### config.mk
export PLATFORM = sky130hd
export DESIGN_NAME = ps2_keyboard_rx
export DESIGN_NICKNAME = d
export VERILOG_FILES = /design/src/rtl/ps2_keyboard_rx.sv
export SDC_FILE = /design/constraint.sdc
export NUM_CORES = 1
export LEC_CHECK = 0
export ABC_CLOCK_PERIOD_IN_PS = 3800
export BUFFER_PORTS_ARGS = -buffer_cell sky130_fd_sc_hd__buf_2
export CAP_MARGIN = 20
export CORE_MARGIN = 3
export CORE_UTILIZATION = 46
export DETAILED_ROUTE_END_ITERATION = 8
export SETUP_SLACK_MARGIN = 0.15
export SLEW_MARGIN = 20
export SYNTH_ARGS = -nofsm -noshare
export SYNTH_HDL_FRONTEND = slang
export SYNTH_SLANG_ARGS = --single-unit
### constraint.sdc
create_clock -name clk -period 3.8 [get_ports clk]
set_input_delay 0.38 -clock clk [delete_from_list [all_inputs] [get_ports clk]]
set_output_delay 0.38 -clock clk [all_outputs]
set_load 0.005 [all_outputs]
### src/rtl/ps2_keyboard_rx.sv
// rtl/ps2_keyboard_rx.sv - PS/2 keyboard frame receiver with break-code tracking and frame timeout
module ps2_keyboard_rx #(
    parameter int TIMEOUT_CYCLES = 50000
) (
    input  logic       clk,
    input  logic       clr,
    input  logic       ps2_clk,
    input  logic       ps2_data,
    output logic [7:0] code,
    output logic       code_valid,
    output logic       is_break,
    output logic       frame_err
);

    localparam int TW = $clog2(TIMEOUT_CYCLES + 1);
    localparam logic [TW-1:0] TMAX = TW'(TIMEOUT_CYCLES);

    typedef enum logic [1:0] {IDLE, DATA, PARITY, STOP} state_t;

    state_t        state, state_next;
    logic          clk_meta, clk_sync, clk_prev;
    logic          data_meta, data_sync;
    logic [2:0]    bit_cnt;
    logic [7:0]    shift_reg;
    logic          parity_bit;
    logic          break_pending;
    logic [TW-1:0] tcnt;

    logic fall, timeout_hit;
    logic start_frame, shift_en, cap_parity, frame_done, frame_good;

    assign fall        = clk_prev & ~clk_sync;
    assign timeout_hit = (tcnt == TMAX);
    // Odd parity across data+parity, and the stop bit sampled on this edge must be 1.
    assign frame_good  = data_sync & (^{shift_reg, parity_bit});

    always_comb begin
        state_next  = state;
        start_frame = 1'b0;
        shift_en    = 1'b0;
        cap_parity  = 1'b0;
        frame_done  = 1'b0;
        case (state)
            IDLE: begin
                if (fall && !data_sync) begin
                    state_next  = DATA;
                    start_frame = 1'b1;
                end
            end
            DATA: begin
                if (fall) begin
                    shift_en = 1'b1;
                    if (bit_cnt == 3'd7) state_next = PARITY;
                end
            end
            PARITY: begin
                if (fall) begin
                    cap_parity = 1'b1;
                    state_next = STOP;
                end
            end
            STOP: begin
                if (fall) begin
                    frame_done = 1'b1;
                    state_next = IDLE;
                end
            end
            default: state_next = IDLE;
        endcase
        // An edge arriving in the timeout cycle takes priority over the abort.
        if (!fall && state != IDLE && timeout_hit) state_next = IDLE;
    end

    always_ff @(posedge clk) begin
        if (clr) begin
            state     <= IDLE;
            clk_meta  <= 1'b1;
            clk_sync  <= 1'b1;
            clk_prev  <= 1'b1;
            data_meta <= 1'b1;
            data_sync <= 1'b1;
        end else begin
            state     <= state_next;
            clk_meta  <= ps2_clk;
            clk_sync  <= clk_meta;
            clk_prev  <= clk_sync;
            data_meta <= ps2_data;
            data_sync <= data_meta;
        end
    end

    always_ff @(posedge clk) begin
        if (clr) begin
            bit_cnt    <= 3'd0;
            shift_reg  <= 8'h00;
            parity_bit <= 1'b0;
            tcnt       <= '0;
        end else begin
            if (fall || state == IDLE) tcnt <= '0;
            else if (!timeout_hit)     tcnt <= tcnt + 1'b1;

            if (start_frame) begin
                bit_cnt   <= 3'd0;
                shift_reg <= 8'h00;
            end else if (shift_en) begin
                bit_cnt   <= bit_cnt + 3'd1;
                shift_reg <= {data_sync, shift_reg[7:1]};
            end else if (!fall && state != IDLE && timeout_hit) begin
                bit_cnt   <= 3'd0;
                shift_reg <= 8'h00;
            end

            if (cap_parity) parity_bit <= data_sync;
        end
    end

    always_ff @(posedge clk) begin
        if (clr) begin
            code          <= 8'h00;
            code_valid    <= 1'b0;
            is_break      <= 1'b0;
            frame_err     <= 1'b0;
            break_pending <= 1'b0;
        end else begin
            code_valid <= 1'b0;
            if (frame_done) begin
                if (!frame_good) begin
                    frame_err     <= 1'b1;
                    break_pending <= 1'b0;
                end else if (shift_reg == 8'hF0) begin
                    break_pending <= 1'b1;
                end else if (shift_reg != 8'hE0) begin
                    code          <= shift_reg;
                    is_break      <= break_pending;
                    break_pending <= 1'b0;
                    frame_err     <= 1'b0;
                    code_valid    <= 1'b1;
                end
            end
        end
    end

endmodule

After elaboration in Yosys (flattened, before gate mapping). Cells that the tools add are included.

Register bits: 47. Bits of input ports: 4. Output and inout port bits: 11. Logic and storage cells: 78.

$add $sub $neg: 2. Equal/unequal tests: 15. Muxes and demuxes: 22. Bitwise gates (word level): 6. Reduce and logical (&&, ||, !) cells: 18.

Operator list (count): adder 16 x 1 -> 16 bit (second input constant) (1); == test 16 bit (second input constant) (1); two-way mux 8 bit (2); two-way mux 1 bit (12); inequality test 2 bit (second input constant) (6); two-way mux 2 bit (5); XOR reduction 9 bit (1); == test 8 bit (second input constant) (1); inequality test 8 bit (second input constant) (1); one-hot mux 2 bit (4 select lines) (1); two-way mux 3 bit (2); OR reduction 2 bit (3); AND reduction 5 bit (1); == test 2 bit (second input constant) (2); inverter 1 bit (4); AND reduction 4 bit (1); nonzero test 2 bit (2); OR reduction 4 bit (1); adder 3 x 1 -> 3 bit (second input constant) (1); == test 3 bit (second input constant) (1); logical AND 1 bit (3); inequality test 3 x 1 -> 1 bit (second input constant) (1); AND reduction 3 bit (1); bitwise AND 1 bit (2); 6 further kinds (7).

Logic depth before layout (Yosys ltp). Gate-level depths: netlist of run 1.

Word-level depth: 7. Gate-level depth with buffers: 7. Mapped depth without buffers: 6.

Worst setup path after synthesis of run 1. OpenSTA, ideal clock, no wires.

Path type: register to register. Start point: register state[0]. End point: register state[0]. Library setup time: 0.115 ns. Arrival: 1.687 ns. Required time: 3.685 ns. Path slack: 1.999 ns. Stages on the path, launching flop included: 7. Path buffers: 0. Period minus slack after synthesis: 1.801 ns. Path through: dfxtp_1 -> inv_1 -> ha_1 -> or2_2 -> a222oi_1 -> nor2_1 -> a2111oi_0.

Word-level cells in the longest chain between the ends: 4.

Ends and longest elaborated chain: start, declared (RTL line 20) `state_t state, state_next;`; start signal, assigned (RTL line 83) `state <= state_next;`; branches (longest 4 deep; another with AND reduction 5 bit).

Several ways; the timed one is not identified. A chain may end at the register's enable or synchronous reset.

Worst setup path in the final report of run 1. Ends and elaborated chain as after synthesis.

==> results of run 1 <==
path summary, 6_finish.rpt:
kind                                               to                   from  cells after the start
worst max-delay path            state[0]$_SDFFE_PP0P_  state[0]$_SDFFE_PP0P_                      6
worst min-delay path              clk_meta$_SDFF_PP1_                ps2_clk                      2
worst max register to register  state[0]$_SDFFE_PP0P_  state[0]$_SDFFE_PP0P_                      6
worst min register to register   data_sync$_SDFF_PP1_   data_meta$_SDFF_PP1_                      1
where the power goes:
part           internal, mW  leakage (nW)  switching [mW]
logic                0.0371         0.451          0.0641
registers             0.503         0.380          0.0129
clock network         0.129        0.0422           0.156
cell usage after synthesis, drive strengths merged (2+ instances only):
cell	instances
a21oi	15
clkbuf	10
nand4	5
nand2	15
nand3	5
nor4bb	3
o21ai	2
nor2b	3
mux2i	13
nor3	3
or3	4
nor4	5
xnor3	2
ha	8
and3	2
xnor2	10
inv	10
nand2b	20
nand3b	2
or2	6
o211ai	11
dfxtp	47
xor2	6
nor2	20
cell families (layout without fill, tap and decap cells):
family,Yosys count,count (layout),synth area share (%)
adders and majority gates,8,8,4.41
and+or+nand+nor,103,103,25.6
muxes,13,13,5.73
xor gates and xnor gates,18,18,8.15
DFF,47,47,41.4
AOI/OAI and AO/OA,37,37,10.9
buffers and inverters,21,33,3.80
through the flow:
step                      hold slack (ns)  power, mW  area, um2  instances  utilization, %
after floorplan                     0.389      0.610       2270        247               -
after global placement              0.393      0.630       2380        316            52.2
after detailed placement            0.394      0.630       2380        316            52.2
after CTS                           0.252      0.916       2460        324            53.9
after global routing                0.254      0.957       2460        324            53.9
final                               0.264      0.902       2460        324            53.9
worst max-delay path: stages, from the launching register on:
cell and delay [ns]:
dfxtp_1 0.38, inv_1 0.08, ha_1 0.23, or2_2 0.30, a222oi_1 0.46, nor2_1 0.07, a2111oi_0 0.37
layer usage:
metal / up-vias / routed length [um] / global-route usage [%]
li1: 889 / - / -
met5: - / 0 / 0
met2: 26 / 1610 / 20.2
met3: 6 / 138 / 3.90
met4: 0 / 58 / 4.89
met1: 743 / 2270 / 22.8
final cells by class:
class	count	area [um2]
clock inverter	1	5.00
clock buffer	7	76.3
multi-input combinational	179	1240
tap	65	81.3
fill	450	2100
inverter	10	37.5
timing repair buffer	15	77.6
sequential	47	941
==> results.py, run 1 <==
metrics = {
    "timing": {
        "setup_ws_ns": 1.80,
        "final.min_clock_period_ns": 2.00,
        "setup_tns_ns": 0,
        "finalMaxSlewViolations": 0,
        "worst_pin_slew_ns": 0.637,
        "finalSetupViolCount": 0,
        "relSlewSlack_pct": 57.4,
        "max_freq_mhz": 500,
        "rsz0062_at_grt": "false",
        "hold_viol": 0,
        "finalCritPeriodShare_pct": 52.6,
        "clock_skew_ns": 0.00644,
    },
    "clock_tree": {
        "cts_root_buf": "clkbuf_8",
        "cts_max_level": 2,
        "cts_tree": "done",
        "cts_buffer_depth": 2,
        "clkLatencyLatePin_ns": 0.29,
        "cts-resized-gates": 0,
        "postCtsHoldBufs": 0,
        "numCtsBuffers": 5,
        "clock-sinks": 47,
        "cts_setup_buffers": 0,
        "clk_pin_slew_ns": 0.08,
    },
    "critical_path": {
        "cp.arrival_ns": 2.17,
        "endpoint_kind": "register",
        "start_kind": "register",
        "r2r_slack_ns": 1.80,
        "critical_path_required_ns": 3.98,
        "critPathKind": "reg -> reg",
        "crit_fanout": 4,
    },
    "placed_design": {
        "port_buffers": 14,
        "pre_cts_slack_ns": 1.80,
        "gp_congestion": 0.778,
        "dpl.hpwl_um": 2760,
    },
    "final_layout": {
        "drive_gt1_share_pct": 10.8,
        "num_antenna_cells": 0,
        "areaGrowthSynthToFinish_pct": 8.43,
        "layout_common_cells": "dfxtp_1 (47), nand2b_1 (20), nor2_1 (20)",
        "final_nets": 270,
        "layout_commonest_cell": "dfxtp_1",
        "largest_reg_flops": 16,
    },
    "power": {
        "p_leak_nw": 0.873,
        "peakVddDrop_uv": 211,
        "powerDensity_nw_per_um2": 366,
    },
    "routing": {
        "vias": 1664,
        "routedWlPerCell_um": 12.6,
        "vias_per_cell": 5.14,
        "dr.pass1.iters": 4,
        "ant_nets": 0,
        "routed_wl_um": 4080,
        "drt_iter0_drc": 96,
        "drcViolationCount": 0,
    },
    "die": {
        "dieArea_um2": 5820,
        "initial_core_util_pct": 49.8,
        "die_y_um": 76.3,
        "die_w_um": 76.3,
        "num_io_pins": 15,
        "std_cell_rows": 24,
        "core_area_um2": 4560,
    },
    "yosys": {
        "synth_top_area_share_pct": 41.4,
        "yosys_register_bits": 47,
        "synth_cell_type_count": 44,
        "synth_warnings": 0,
        "synthFlopType": "dfxtp_1",
        "avgSynthCellArea_um2": 9.19,
        "synth_area_um2": 2270,
        "synth_edf_count": 0,
        "synth-seq-area-share_pct": 41.4,
        "async_reset_ff_share_pct": 0,
        "synth_fp_nets": 259,
        "synthTopCellsByArea": "dfxtp_1 (41%), mux2i_1 (5.7%), nand2b_1 (5.5%)",
        "synthCells": 247,
        "yosysTopAreaCell": "dfxtp_1",
    },
    "global_routing": {
        "first_global_vias": 1472,
        "grt_max_degree": 32,
        "track_usage_pct": 15.0,
        "antenna_found_initial": 0,
        "grt_pass1_wl_um": 7290,
        "globalRouteOverflowTotal": 0,
    },
    "job": {
        "maxCapViolCount": 0,
    },
    "min_path": {
        "hp-class": "in -> reg",
    },
    "outcome": {
        "outcome": "finished clean",
    },
}
Power figures use the tool's default switching activity.
==> run 2, diff against run 1 <==
--- a/config.mk
+++ b/config.mk
@@ -5,7 +5,7 @@
 export SDC_FILE = /design/constraint.sdc
 export NUM_CORES = 1
 export LEC_CHECK = 0
-export ABC_CLOCK_PERIOD_IN_PS = 3800
+export ABC_CLOCK_PERIOD_IN_PS = 2000
 export BUFFER_PORTS_ARGS = -buffer_cell sky130_fd_sc_hd__buf_2
 export CAP_MARGIN = 20
 export CORE_MARGIN = 3
==> constraint.sdc (replaced) <==
create_clock -name clk -period 2 [get_ports clk]
set_input_delay 0.2 -clock clk [delete_from_list [all_inputs] [get_ports clk]]
set_output_delay 0.2 -clock clk [all_outputs]
set_load 0.005 [all_outputs]
==> run 2 against run 1 <==
  * Highest routed layer unchanged
  * Total power rose by 120%
  * Non-clock buffer count grew 12
  * First-iteration DRC count shrank 6.3%
  * Sequential power is 90% higher
  * Largest cell class unchanged
  * Core utilization increased by 3.3 points
  * Wire length grew 5.6%
  * Worst setup slack worse by 1.6 ns
  * Design area up 6.2%
  * Sequential cell count stayed put
  * Register-to-register slack got worse by 1.6 ns
  * Clock power increased to 2.5 times the previous value
==> results.py, run 2 (synthesis gave the netlist of run 1 again) <==
metrics = {
    "final_layout": {
        "design_area_um2": 2620,
        "final_nets": 282,
        "layout_common_cells": "dfxtp_1 (41), nand2b_1 (20), nor2_1 (20)",
        "num_antenna_cells": 0,
        "areaGrowthSynthToFinish_pct": 15.2,
        "final_util_pct": 57.3,
        "largest_reg_flops": 16,
        "drive_gt1_share_pct": 19.2,
        "layout_commonest_cell": "dfxtp_1",
    },
    "timing": {
        "clock_skew_ns": 0.00531,
        "setup_ws_ns": 0.191,
        "finalMaxSlewViolations": 0,
        "timing.hold.ws_ns": 0.0762,
        "hold_viol": 0,
        "final.min_clock_period_ns": 1.81,
        "worst_pin_slew_ns": 0.560,
        "relSlewSlack_pct": 62.7,
        "rsz0062_at_grt": "true",
        "finalCritPeriodShare_pct": 90.5,
        "max_freq_mhz": 553,
        "setup_tns_ns": 0,
        "finalSetupViolCount": 0,
    },
    "die": {
        "core_area_um2": 4560,
        "num_io_pins": 15,
        "die_y_um": 76.3,
        "initial_core_util_pct": 49.8,
        "die_w_um": 76.3,
        "dieArea_um2": 5820,
        "std_cell_rows": 24,
    },
    "placed_design": {
        "gp_congestion": 0.746,
        "port_buffers": 14,
        "place_area_um2": 2440,
        "pre_cts_slack_ns": 0.127,
        "dpl.hpwl_um": 2920,
    },
    "critical_path": {
        "start_kind": "register",
        "worstSetupPathDepth": 5,
        "critical_path_required_ns": 2.23,
        "critical_path.top_delay_family": "XOR/XNOR gates",
        "cpPeakStageDelay_ns": 0.43,
        "r2r_slack_ns": 0.19,
        "reg2reg_depth": 5,
        "cpMaxStageDelayCell": "xnor3_1",
        "critPathKind": "reg -> reg",
        "path_cells": "xnor3_1 -> a2111o_1 -> mux2i_2 -> buf_6 -> mux2i_1",
        "worst-path-buf-inv": 1,
        "endpoint_kind": "register",
        "crit_fanout": 5,
        "cp.arrival_ns": 2.04,
    },
    "clock_tree": {
        "numCtsBuffers": 5,
        "clk_pin_slew_ns": 0.09,
        "cts_tree": "done",
        "clkLatencyLatePin_ns": 0.30,
        "clock-sinks": 47,
        "cts_max_level": 2,
        "cts_root_buf": "clkbuf_8",
        "postCtsHoldBufs": 0,
        "cts_buffer_depth": 2,
    },
    "job": {
        "maxCapViolCount": 0,
    },
    "global_routing": {
        "grt_pass1_wl_um": 7460,
        "track_usage_pct": 15.4,
        "antenna_found_initial": 0,
        "first_global_vias": 1594,
        "grt_max_degree": 32,
        "globalRouteOverflowTotal": 0,
    },
    "power": {
        "powerDensity_nw_per_um2": 744,
        "p_leak_nw": 0.946,
        "peakVddDrop_uv": 413,
    },
    "routing": {
        "routed_wl_um": 4310,
        "ant_nets": 0,
        "drt_iter0_drc": 90,
        "vias": 1748,
        "routedWlPerCell_um": 12.8,
        "vias_per_cell": 5.20,
        "dr.pass1.iters": 4,
        "drcViolationCount": 0,
    },
    "min_path": {
        "hold_depth": 2,
        "hp-class": "in -> reg",
    },
    "outcome": {
        "outcome": "finished clean",
    },
}
==> run 2: what timing repair did <==
action	CTS	global route
gates cloned	0	1
gates resized for setup	2	15
pin swaps	2	4
endpoints found under the setup margin	2	11
buffers inserted	1	2
==> run 2: layer usage <==
layer	GRT usage [%]	wire, um	up-vias
li1	-	-	907
met1	22.5	2370	812
met3	3.66	138	6
met5	0	0	-
met2	22.1	1740	23
met4	5.43	66	0
==> run 2: layout make-up <==
class                   count  area (um2)
well taps                  65        81.3
inverters                  10        37.5
clock buffers               6        82.6
clock inverters             2        35.0
fillers                   444        1950
multi-input cells         179        1250
flip-flops and latches     47         948
repair buffers             27         175
==> run 2: where the power goes <==
group | switching (mW) | internal (mW) | total, mW | leakage (nW)
Clock | 0.316 | 0.405 | 0.720 | 0.0612
Sequential | 0.0206 | 0.959 | 0.979 | 0.383
Combinational | 0.143 | 0.103 | 0.245 | 0.502
Total | 0.479 | 1.47 | 1.94 | 0.946
==> run 2: worst register-to-register path, cell delays in order (launching register included) <==
cell      delay, ns
dfxtp_2        0.33
xnor3_1        0.43
a2111o_1       0.37
mux2i_2        0.25
buf_6          0.18
mux2i_1        0.18
==> run 2: final timing paths <==
kind                          endpoint                 startpoint
hold / removal     clk_meta$_SDFF_PP1_                    ps2_clk
setup / recovery  code[3]$_SDFFE_PP0P_  shift_reg[7]$_SDFFE_PP0P_
hold reg to reg    clk_sync$_SDFF_PP1_        clk_meta$_SDFF_PP1_
setup reg to reg  code[3]$_SDFFE_PP0P_  shift_reg[7]$_SDFFE_PP0P_
==> run 2: stage by stage <==
step	instances	power, mW
floorplan	247	1.16
global placement	324	1.22
detailed placement	324	1.22
CTS	333	1.96
global route	336	2.04
finish	336	1.94
==> run 3, diff against run 2 <==
--- a/config.mk
+++ b/config.mk
@@ -11,6 +11,7 @@
 export CORE_MARGIN = 3
 export CORE_UTILIZATION = 46
 export DETAILED_ROUTE_END_ITERATION = 8
+export PLACE_DENSITY = 0.72
 export SETUP_SLACK_MARGIN = 0.15
 export SLEW_MARGIN = 20
 export SYNTH_ARGS = -nofsm -noshare
==> run 3 against run 2 <==
  * Total power rose by 0.72%
  * Critical endpoint is now code[1]$_SDFFE_PP0P_
  * Highest routed layer unchanged
  * Non-clock buffer count fell by 5
  * Critical path type unchanged
  * First-iteration DRC count rose by 23%
  * Worst hold slack got worse by 0.0014 ns
  * Global-route usage fell by 0.44 points
  * Final cell count fell by 1.5%
  * Clock power barely moved
  * Critical path depth did not move
  * Combinational power rose by 6%
  * Die area did not move
  * Sequential cell count did not move
  * Fmax fell by 0.33%
==> results.py, run 3 (synthesis gave the netlist of run 1 again) <==
metrics = {
    "global_routing": {
        "grt_pass1_wl_um": 7250,
        "first_global_vias": 1657,
        "globalRouteOverflowTotal": 0,
        "grt_max_degree": 32,
        "track_usage_pct": 15.0,
        "antenna_found_initial": 0,
    },
    "critical_path": {
        "endpoint_kind": "register",
        "cpMaxStageDelayCell": "xnor3_2",
        "worst-path-buf-inv": 1,
        "critPathKind": "reg -> reg",
        "cp.arrival_ns": 2.05,
        "critical_path.top_delay_family": "XOR/XNOR gates",
        "crit_fanout": 10,
        "critical_path_required_ns": 2.24,
        "cpPeakStageDelay_ns": 0.45,
        "path_cells": "xnor3_2 -> a2111o_1 -> mux2i_1 -> buf_6 -> mux2i_1",
        "start_kind": "register",
        "cp_common_cell": "mux2i_1",
    },
    "clock_tree": {
        "cts_buffer_depth": 2,
        "cts_max_level": 2,
        "postCtsHoldBufs": 0,
        "cts_tree": "done",
        "clk_pin_slew_ns": 0.09,
        "cts_root_buf": "clkbuf_8",
        "numCtsBuffers": 5,
        "clock-sinks": 47,
        "clkLatencyLatePin_ns": 0.30,
    },
    "timing": {
        "finalMaxSlewViolations": 0,
        "finalSetupViolCount": 0,
        "finalCritPeriodShare_pct": 90.7,
        "final.min_clock_period_ns": 1.81,
        "max_freq_mhz": 551,
        "relSlewSlack_pct": 62.6,
        "clock_skew_ns": 0.00627,
        "worst_pin_slew_ns": 0.560,
        "rsz0062_at_grt": "true",
        "hold_viol": 0,
        "setup_ws_ns": 0.185,
        "setup_tns_ns": 0,
    },
    "final_layout": {
        "drive_gt1_share_pct": 16.2,
        "layout_commonest_cell": "dfxtp_1",
        "num_antenna_cells": 0,
        "areaGrowthSynthToFinish_pct": 13.1,
        "nFillCells": 429,
        "final_nets": 277,
        "layout_common_cells": "dfxtp_1 (45), nand2b_1 (20), nor2_1 (20)",
        "largest_reg_flops": 16,
    },
    "power": {
        "power_mw": 1.96,
        "peakVddDrop_uv": 372,
        "p_switching_mw": 0.484,
        "internal_power_mw": 1.47,
        "power_frac_seq_pct": 49.9,
        "switching_share_pct": 24.7,
        "p_clk_share_pct": 36.8,
        "comb_power_share_pct": 13.3,
        "p_leak_nw": 0.929,
        "powerDensity_nw_per_um2": 763,
    },
    "routing": {
        "vias_per_cell": 5.27,
        "dr.pass1.iters": 4,
        "vias": 1745,
        "drt_iter0_drc": 111,
        "routed_wl_um": 4100,
        "routedWlPerCell_um": 12.4,
        "ant_nets": 0,
        "drcViolationCount": 0,
    },
    "die": {
        "num_io_pins": 15,
        "initial_core_util_pct": 49.8,
        "core_area_um2": 4560,
        "dieArea_um2": 5820,
        "die_w_um": 76.3,
        "die_y_um": 76.3,
        "std_cell_rows": 24,
    },
    "job": {
        "maxCapViolCount": 0,
    },
    "placed_design": {
        "gp_congestion": 0.804,
        "port_buffers": 14,
        "dpl.hpwl_um": 2820,
        "pre_cts_slack_ns": 0.0947,
    },
    "min_path": {
        "hp-class": "in -> reg",
    },
    "outcome": {
        "outcome": "finished clean",
    },
}
run 3: per-layer routing:
metal  vias to the layer above  GRT usage, %  wire [um]
met3                         8          2.84        146
met5                         -             0          0
met1                       808          18.7       1930
met4                         0          7.97         91
met2                        29          24.4       1940
li1                        900             -          -
run 3: repair_timing:
| item | CTS | global route |
|---|---|---|
| endpoints found under the setup margin | 2 | 12 |
| cloned | 0 | 0 |
| resized for setup | 4 | 4 |
| pin swaps | 3 | 1 |
| buffers inserted | 2 | 0 |
run 3: area by class of cell:
cell class	count	area, um2	share of cell area (%)
timing repair buffer	22	134	5.21
clock inverter	2	35.0	1.36
clock buffer	6	82.6	3.22
tap	65	81.3	3.17
inverter	10	37.5	1.46
sequential	47	943	36.7
multi-input combinational	179	1250	48.8
run 3: final timing paths:
path / depth (start not counted) / endpoint / slack [ns] / start
worst min-delay path: 2 / clk_meta$_SDFF_PP1_ / 0.07 / ps2_clk
worst min register to register: 1 / data_sync$_SDFF_PP1_ / 0.41 / data_meta$_SDFF_PP1_
worst max-delay path: 5 / code[1]$_SDFFE_PP0P_ / 0.19 / shift_reg[7]$_SDFFE_PP0P_
worst max register to register: 5 / code[1]$_SDFFE_PP0P_ / 0.19 / shift_reg[7]$_SDFFE_PP0P_
run 3: worst reg2reg max path, delay by kind of cell (launching register included):
kind	cells	cell delay, ns
buffers and inverters	1	0.19
muxes	2	0.37
AOI/OAI and AO/OA	1	0.40
xor gates and xnor gates	1	0.45
DFF	1	0.34
run 3: through the flow:
step	hold slack (ns)	cells	util, %	instance area (um2)
6_report	0.0749	331	56.3	2570
4_1_cts	0.0685	331	56.1	2560
3_3_place_gp	0.382	321	53.0	2420
3_5_place_dp	0.386	321	53.0	2420
2_1_floorplan	0.304	247	-	2270
5_1_grt	0.0696	331	56.3	2570
run 3: power groups by stage:
stage,clock network (mW),registers (mW),logic (mW)
CTS,0.744,0.976,0.262
global route,0.782,0.983,0.296
detailed placement,0,0.998,0.220
floorplan,0,0.997,0.162
global placement,0,0.997,0.217
finish,0.721,0.977,0.260
